### src/rtl/qdr_pkg.sv
// rtl/qdr_pkg.sv - shared constants and FSM encoding for the QDR delay sequencer
package qdr_pkg;

    localparam int TAP_W = 5;
    localparam logic [TAP_W-1:0] TAP_MAX = 5'd31;

    localparam logic BANK_IN  = 1'b0;
    localparam logic BANK_OUT = 1'b1;

    typedef enum logic [2:0] {
        ST_IDLE,
        ST_SETUP,
        ST_PULSE,
        ST_SETTLE,
        ST_DONE
    } seq_state_t;

endpackage

### src/rtl/qdr_tap_shadow.sv
// rtl/qdr_tap_shadow.sv - saturating shadow tap counters with saturation flags and read mux
module qdr_tap_shadow
    import qdr_pkg::*;
#(
    parameter int N_IN  = 36,
    parameter int N_OUT = 37
) (
    input  logic                   dly_clk,
    input  logic                   rst,
    input  logic [N_IN+N_OUT-1:0]  tap_en,
    input  logic                   tap_dir,
    output logic [N_IN+N_OUT-1:0]  tap_sat,
    input  logic                   rd_bank,
    input  logic [5:0]             rd_bit,
    output logic [TAP_W-1:0]       rd_tap
);

    localparam int N_TOT = N_IN + N_OUT;

    // Input bank occupies [0, N_IN), output bank [N_IN, N_TOT).
    logic [TAP_W-1:0] tap_q [N_TOT];

    always_comb begin
        tap_sat = '0;
        for (int i = 0; i < N_TOT; i++) begin
            tap_sat[i] = tap_dir ? (tap_q[i] == TAP_MAX) : (tap_q[i] == '0);
        end
    end

    always_ff @(posedge dly_clk or posedge rst) begin
        if (rst) begin
            for (int i = 0; i < N_TOT; i++) begin
                tap_q[i] <= '0;
            end
        end else begin
            for (int i = 0; i < N_TOT; i++) begin
                if (tap_en[i] && !tap_sat[i]) begin
                    tap_q[i] <= tap_dir ? tap_q[i] + 1'b1 : tap_q[i] - 1'b1;
                end
            end
        end
    end

    // Out-of-range selects match no entry and fall through to zero.
    always_comb begin
        rd_tap = '0;
        for (int i = 0; i < N_IN; i++) begin
            if (rd_bank == BANK_IN && rd_bit == 6'(i)) begin
                rd_tap = tap_q[i];
            end
        end
        for (int j = 0; j < N_OUT; j++) begin
            if (rd_bank == BANK_OUT && rd_bit == 6'(j)) begin
                rd_tap = tap_q[N_IN+j];
            end
        end
    end

endmodule

### src/rtl/qdr_dly_sequencer.sv
// rtl/qdr_dly_sequencer.sv - command-driven IODELAY tap stepper with settle spacing and shadow taps
module qdr_dly_sequencer
    import qdr_pkg::*;
#(
    parameter int N_IN   = 36,
    parameter int N_OUT  = 37,
    parameter int SETTLE = 4
) (
    input  logic              dly_clk,
    input  logic              rst,
    input  logic              cmd_valid,
    output logic              cmd_ready,
    input  logic              cmd_bank,
    input  logic              cmd_all,
    input  logic [5:0]        cmd_bit,
    input  logic              cmd_dir,
    input  logic [4:0]        cmd_steps,
    output logic              busy,
    output logic              done,
    output logic              err,
    output logic              sat,
    output logic [N_IN-1:0]   dly_en_i,
    output logic [N_OUT-1:0]  dly_en_o,
    output logic              dly_inc_dec,
    input  logic              rd_bank,
    input  logic [5:0]        rd_bit,
    output logic [TAP_W-1:0]  rd_tap
);

    localparam int N_TOT = N_IN + N_OUT;
    localparam int SCW   = (SETTLE > 1) ? $clog2(SETTLE) : 1;
    localparam logic [SCW-1:0] SETTLE_LAST = SCW'(SETTLE - 1);

    seq_state_t        state_q, state_d;
    logic              lat_bank;
    logic              lat_all;
    logic [5:0]        lat_bit;
    logic              lat_dir;
    logic [4:0]        step_q;
    logic [SCW-1:0]    settle_q;
    logic              err_q;
    logic              sat_q;

    logic              bad_bit;
    logic [N_TOT-1:0]  tgt;
    logic [N_TOT-1:0]  tap_sat;
    logic [N_TOT-1:0]  pulse_vec;
    logic              sat_hit;

    assign bad_bit = !lat_all &&
                     ((lat_bank == BANK_IN  && {1'b0, lat_bit} >= 7'(N_IN)) ||
                      (lat_bank == BANK_OUT && {1'b0, lat_bit} >= 7'(N_OUT)));

    always_comb begin
        tgt = '0;
        for (int i = 0; i < N_IN; i++) begin
            tgt[i] = (lat_bank == BANK_IN) && (lat_all || lat_bit == 6'(i));
        end
        for (int j = 0; j < N_OUT; j++) begin
            tgt[N_IN+j] = (lat_bank == BANK_OUT) && (lat_all || lat_bit == 6'(j));
        end
    end

    // Enables are decoded from the state register so an async reset kills them at once.
    assign pulse_vec = (state_q == ST_PULSE) ? (tgt & ~tap_sat) : '0;
    assign sat_hit   = (state_q == ST_PULSE) && |(tgt & tap_sat);

    assign dly_en_i    = pulse_vec[N_IN-1:0];
    assign dly_en_o    = pulse_vec[N_TOT-1:N_IN];
    assign dly_inc_dec = lat_dir;
    assign cmd_ready   = (state_q == ST_IDLE);
    assign busy        = (state_q != ST_IDLE);
    assign done        = (state_q == ST_DONE);
    assign err         = (state_q == ST_DONE) && err_q;
    assign sat         = sat_q;

    always_ff @(posedge dly_clk or posedge rst) begin
        if (rst) begin
            state_q <= ST_IDLE;
        end else begin
            state_q <= state_d;
        end
    end

    always_comb begin
        state_d = state_q;
        case (state_q)
            ST_IDLE:   if (cmd_valid) state_d = ST_SETUP;
            ST_SETUP:  begin
                if (bad_bit || step_q == '0) state_d = ST_DONE;
                else                         state_d = ST_PULSE;
            end
            ST_PULSE:  state_d = ST_SETTLE;
            ST_SETTLE: begin
                if (settle_q == '0) state_d = (step_q != '0) ? ST_PULSE : ST_DONE;
            end
            ST_DONE:   state_d = ST_IDLE;
            default:   state_d = ST_IDLE;
        endcase
    end

    always_ff @(posedge dly_clk or posedge rst) begin
        if (rst) begin
            lat_bank <= 1'b0;
            lat_all  <= 1'b0;
            lat_bit  <= '0;
            lat_dir  <= 1'b0;
            step_q   <= '0;
            settle_q <= '0;
            err_q    <= 1'b0;
            sat_q    <= 1'b0;
        end else begin
            case (state_q)
                ST_IDLE: begin
                    if (cmd_valid) begin
                        lat_bank <= cmd_bank;
                        lat_all  <= cmd_all;
                        lat_bit  <= cmd_bit;
                        lat_dir  <= cmd_dir;
                        step_q   <= cmd_steps;
                        err_q    <= 1'b0;
                        sat_q    <= 1'b0;
                    end
                end
                ST_SETUP:  err_q <= bad_bit;
                ST_PULSE: begin
                    step_q   <= step_q - 1'b1;
                    settle_q <= SETTLE_LAST;
                    if (sat_hit) sat_q <= 1'b1;
                end
                ST_SETTLE: begin
                    if (settle_q != '0) settle_q <= settle_q - 1'b1;
                end
                default: ;
            endcase
        end
    end

    qdr_tap_shadow #(
        .N_IN  (N_IN),
        .N_OUT (N_OUT)
    ) u_shadow (
        .dly_clk (dly_clk),
        .rst     (rst),
        .tap_en  (pulse_vec),
        .tap_dir (lat_dir),
        .tap_sat (tap_sat),
        .rd_bank (rd_bank),
        .rd_bit  (rd_bit),
        .rd_tap  (rd_tap)
    );

endmodule

### config.mk
export PLATFORM = sky130hd
export DESIGN_NAME = qdr_dly_sequencer
export DESIGN_NICKNAME = d
export VERILOG_FILES = /design/src/rtl/qdr_pkg.sv /design/src/rtl/qdr_tap_shadow.sv /design/src/rtl/qdr_dly_sequencer.sv
export SDC_FILE = /design/constraint.sdc
export NUM_CORES = 2
export LEC_CHECK = 0
export ABC_AREA = 1
export BUFFER_PORTS_ARGS = -buffer_cell sky130_fd_sc_hd__buf_2
export CAP_MARGIN = 20
export CORE_ASPECT_RATIO = 0.5
export CORE_MARGIN = 2
export CORE_UTILIZATION = 40
export DETAILED_ROUTE_END_ITERATION = 8
export PLACE_DENSITY_LB_ADDON = 0.12
export SETUP_SLACK_MARGIN = 0.15
export SYNTH_ARGS = -nofsm -noshare
export SYNTH_HDL_FRONTEND = slang
export SYNTH_SLANG_ARGS = --single-unit
### constraint.sdc
create_clock -name dly_clk -period 29.5 [get_ports dly_clk]
set_input_delay 1.475 -clock dly_clk [delete_from_list [all_inputs] [get_ports dly_clk]]
set_output_delay 1.475 -clock dly_clk [all_outputs]
set_load 0.02 [all_outputs]
==> out/qor.txt <==
run status = finished clean
DRT Pass-1 Iters = 8
Worst Setup End Kind = primary output
number of instances in the placed design = 5010
Final setup viols = 0
post-cts resize count = 0
Bufs and invs on worst path = 4
slowest stage cell, crit path = inv_2
Max stage delay on crit path = 0.47 ns
Most common cell on crit path = nand2_1
Total Wirelength = 96830 um
Initial Utilization = 40.76%
IO Pins = 108
Netlist cell types = 44
DRT antenna net count = 0
Fin. Hold Viols = 0
first-pass GRT wire length = 150800 um
Hold Crit Class = reg -> reg
Max FO, Critical Path = 51
CP Launch Type = primary input
post-synthesis net count = 4221
Static Leak = 0.01522 uW
DR vias = 27910
CP top delay family = simple AND/OR/NAND/NOR gates
Die W = 391.4 um
total gr overflow = 0
Seq cells post-synth = 386
switching share of power = 51.38%
# DRC = 0
Clk pwr share = 13.6%
postcts setup bufs = 0
Post-Synth Simple-Gate Area = 27.44%
max frequency = 118.2 MHz
synthesis-to-finish area growth = 11.71%
Final nets = 4366
hold buffer count at cts = 0
data required time at the worst endpoint = 28.02 ns
Internal Power = 2031 uW
first-iteration detailed-routing DRC count = 2382
arrival time at the worst endpoint = 6.99 ns
switching power = 2146 uW
core region area = 73660 um2
Avg Inst Size Synth = 7.692 um2
largest net degree at the start of global routing = 136
register area share after synthesis = 32.17%
CTS clk-pin slew, worst paths = 0.06 ns
Period minus WS final = 8.463 ns
Post-Syn Instances = 3903
share of post-route cells with drive strength above 1 = 7.645%
Chip Height = 197.7 um
DP Area = 32120 um2
MaxCap Viol Count = 0
Adder-Cell Fraction of Synth Area = 14.08%
Setup Crit Path Kind = in -> out
Final Util = 45.53%
clk_lat worst skew = 0.62 ns
Worst Hold Slack = 0.4673 ns
number of flops mapped to enable cells by yosys = 0
VDD IR-drop max = 0.00006279 V
Async S/R FF share, synth = 100.0%
Sequential Power Share = 29.2%
routed len/inst = 19.02 um
max-slew violation count = 0
CTS tree = built
routability cong. = 0.9741
Comb power frac = 57.2%
pwr/cell area = 124.5 nW/um2
RSZ-0062 raised after global routing = no
Post-DP HPWL = 72710 um
Final period util = 28.69%
Rows = 70
actual slew at the worst max-slew pin = 1.437 ns
ys flop type = dfrtp_1
post-synth design cell area = 30020 um2
root buf cell = clkbuf_16
vias in the first global route = 26080
compound-cell area share of the yosys netlist = 9.669%
Finished Layout Cells = 5091
CTS Buffer Depth = 3
Die ar. = 77390 um2
port bufs = 107
Sink Count = 386
initial antenna violation count = 2
DR vias/cell = 5.481
skew final = 0.02169 ns
YS warnings = 0
Total Neg Setup Slack = 0 ns
xor and xnor area share after synthesis = 9.598%
largest family of logic cells by synthesized area = simple AND/OR/NAND/NOR gates
mux contribution to synthesized area = 0.9002%
GRT Overall Usage = 25.01%
Max transition margin = 3.330%
H-tree depth = 2
Design Area, Final = 33540 um2
TritonCTS Buffers = 43
==> cell families after synthesis <==
family / count (synthesis)
compound gates: 537
xor+xnor: 329
fa+ha+maj: 294
buf+inv: 485
flops: 386
mux: 24
simple gates: 1848
==> worst reg2reg max path, delay by kind of cell (launching register included) <==
kind / cells / cell delay (ns)
AO/OA/AOI/OAI: 3 / 0.39
AND/OR/NAND/NOR: 6 / 1.63
flip-flops: 1 / 0.69
buffers and inverters: 4 / 2.23
==> cell usage in the layout (no fill, tap or decap), types with 15 or more instances in the layout <==
cell / synthesis / layout
ha_1: 221 / 221
inv_1: 407 / 404
or2_2: 15 / 15
a21oi_1: 220 / 220
dfrtp_1: 386 / 384
buf_4: 3 / 58
nand3_1: 397 / 397
xnor2_1: 64 / 64
o21ai_0: 237 / 237
nor4_1: 101 / 89
nand2_1: 836 / 836
nor2_1: 280 / 279
clkbuf_16: 0 / 44
buf_2: 3 / 110
xor2_1: 265 / 265
o31ai_1: 47 / 47
nand4_1: 164 / 164
mux2_2: 24 / 24
nor3_1: 43 / 43
fa_1: 73 / 73
==> final timing paths <==
check / from / to / slack [ns] / cells after the start
max: rd_bank / rd_tap[4] / 21.04 / 44
min: u_shadow.tap_q[129] / u_shadow.tap_q[129] / 0.47 / 1
max reg2reg: dly_inc_dec / sat / 24.43 / 13
min reg2reg: u_shadow.tap_q[129] / u_shadow.tap_q[129] / 0.47 / 1
max in group asynchronous: rst / u_shadow.tap_q[60] / 26.00 / 4
min in group asynchronous: rst / u_shadow.tap_q[326] / 1.05 / 2
==> stage by stage <==
| stage | total power, uW | setup slack [ns] |
|---|---|---|
| finish | 4177 | 21.04 |
| global route | 4575 | 20.66 |
| CTS | 4178 | 21.23 |
| detailed placement | 3586 | 21.23 |
| global placement | 3523 | 21.33 |
| floorplan | 2899 | 16.08 |
==> power groups by stage <==
stage	combinational [uW]	clock [uW]	sequential [uW]
2_1_floorplan	1840	0	1050
3_3_place_gp	2310	0	1210
3_5_place_dp	2370	0	1210
4_1_cts	2390	581	1210
5_1_grt	2710	603	1260
6_report	2390	569	1220
==> final cells by class <==
type	instances	area, um2
sequential	386	9664
timing repair buffer	171	1031
tap	1008	1261
clock buffer	66	1304
clock inverter	12	103.9
multi-input combinational	3032	18600
fill	7456	40120
antenna	2	5.005
inverter	414	1570
==> per-layer routing <==
metal | GRT usage, % | vias to the layer above | share of wire, %
met2 | 37.46 | 727 | 43
met3 | 5.181 | 102 | 7.6
met4 | 5.620 | 0 | 2.0
met1 | 36.83 | 13560 | 48
met5 | 0 | - | 0
li1 | - | 13520 | -
==> flip-flops by register name (all words and copies together) (netlist names) <==
| name | flops |
|---|---|
| err_q | 1 |
| step_q | 5 |
| settle_q | 2 |
| u_shadow.tap_q | 365 |
| dly_inc_dec | 1 |
| lat_bit | 6 |
| lat_bank | 1 |
| lat_all | 1 |
| state_q | 3 |
| sat | 1 |
==> Yosys cell counts, drive strengths merged (3+ instances only) <==
cell type | instances | area (um2)
a21oi | 220 | 1101
a31oi | 3 | 18.77
buf | 21 | 101.3
clkbuf | 50 | 187.7
dfrtp | 386 | 9659
fa | 73 | 1461
ha | 221 | 2765
inv | 413 | 1550
mux2 | 24 | 270.3
nand2 | 837 | 3144
nand3 | 398 | 1997
nand4 | 164 | 1026
nor2 | 286 | 1094
nor3 | 44 | 231.5
nor4 | 101 | 631.9
o21ai | 237 | 1186
o21bai | 8 | 60.06
o22ai | 4 | 25.02
o2bb2ai | 8 | 70.07
o31ai | 47 | 352.8
o41ai | 3 | 26.28
or2 | 16 | 100.1
xnor2 | 64 | 560.5
xor2 | 265 | 2321
(Power assumes the default switching activity.)
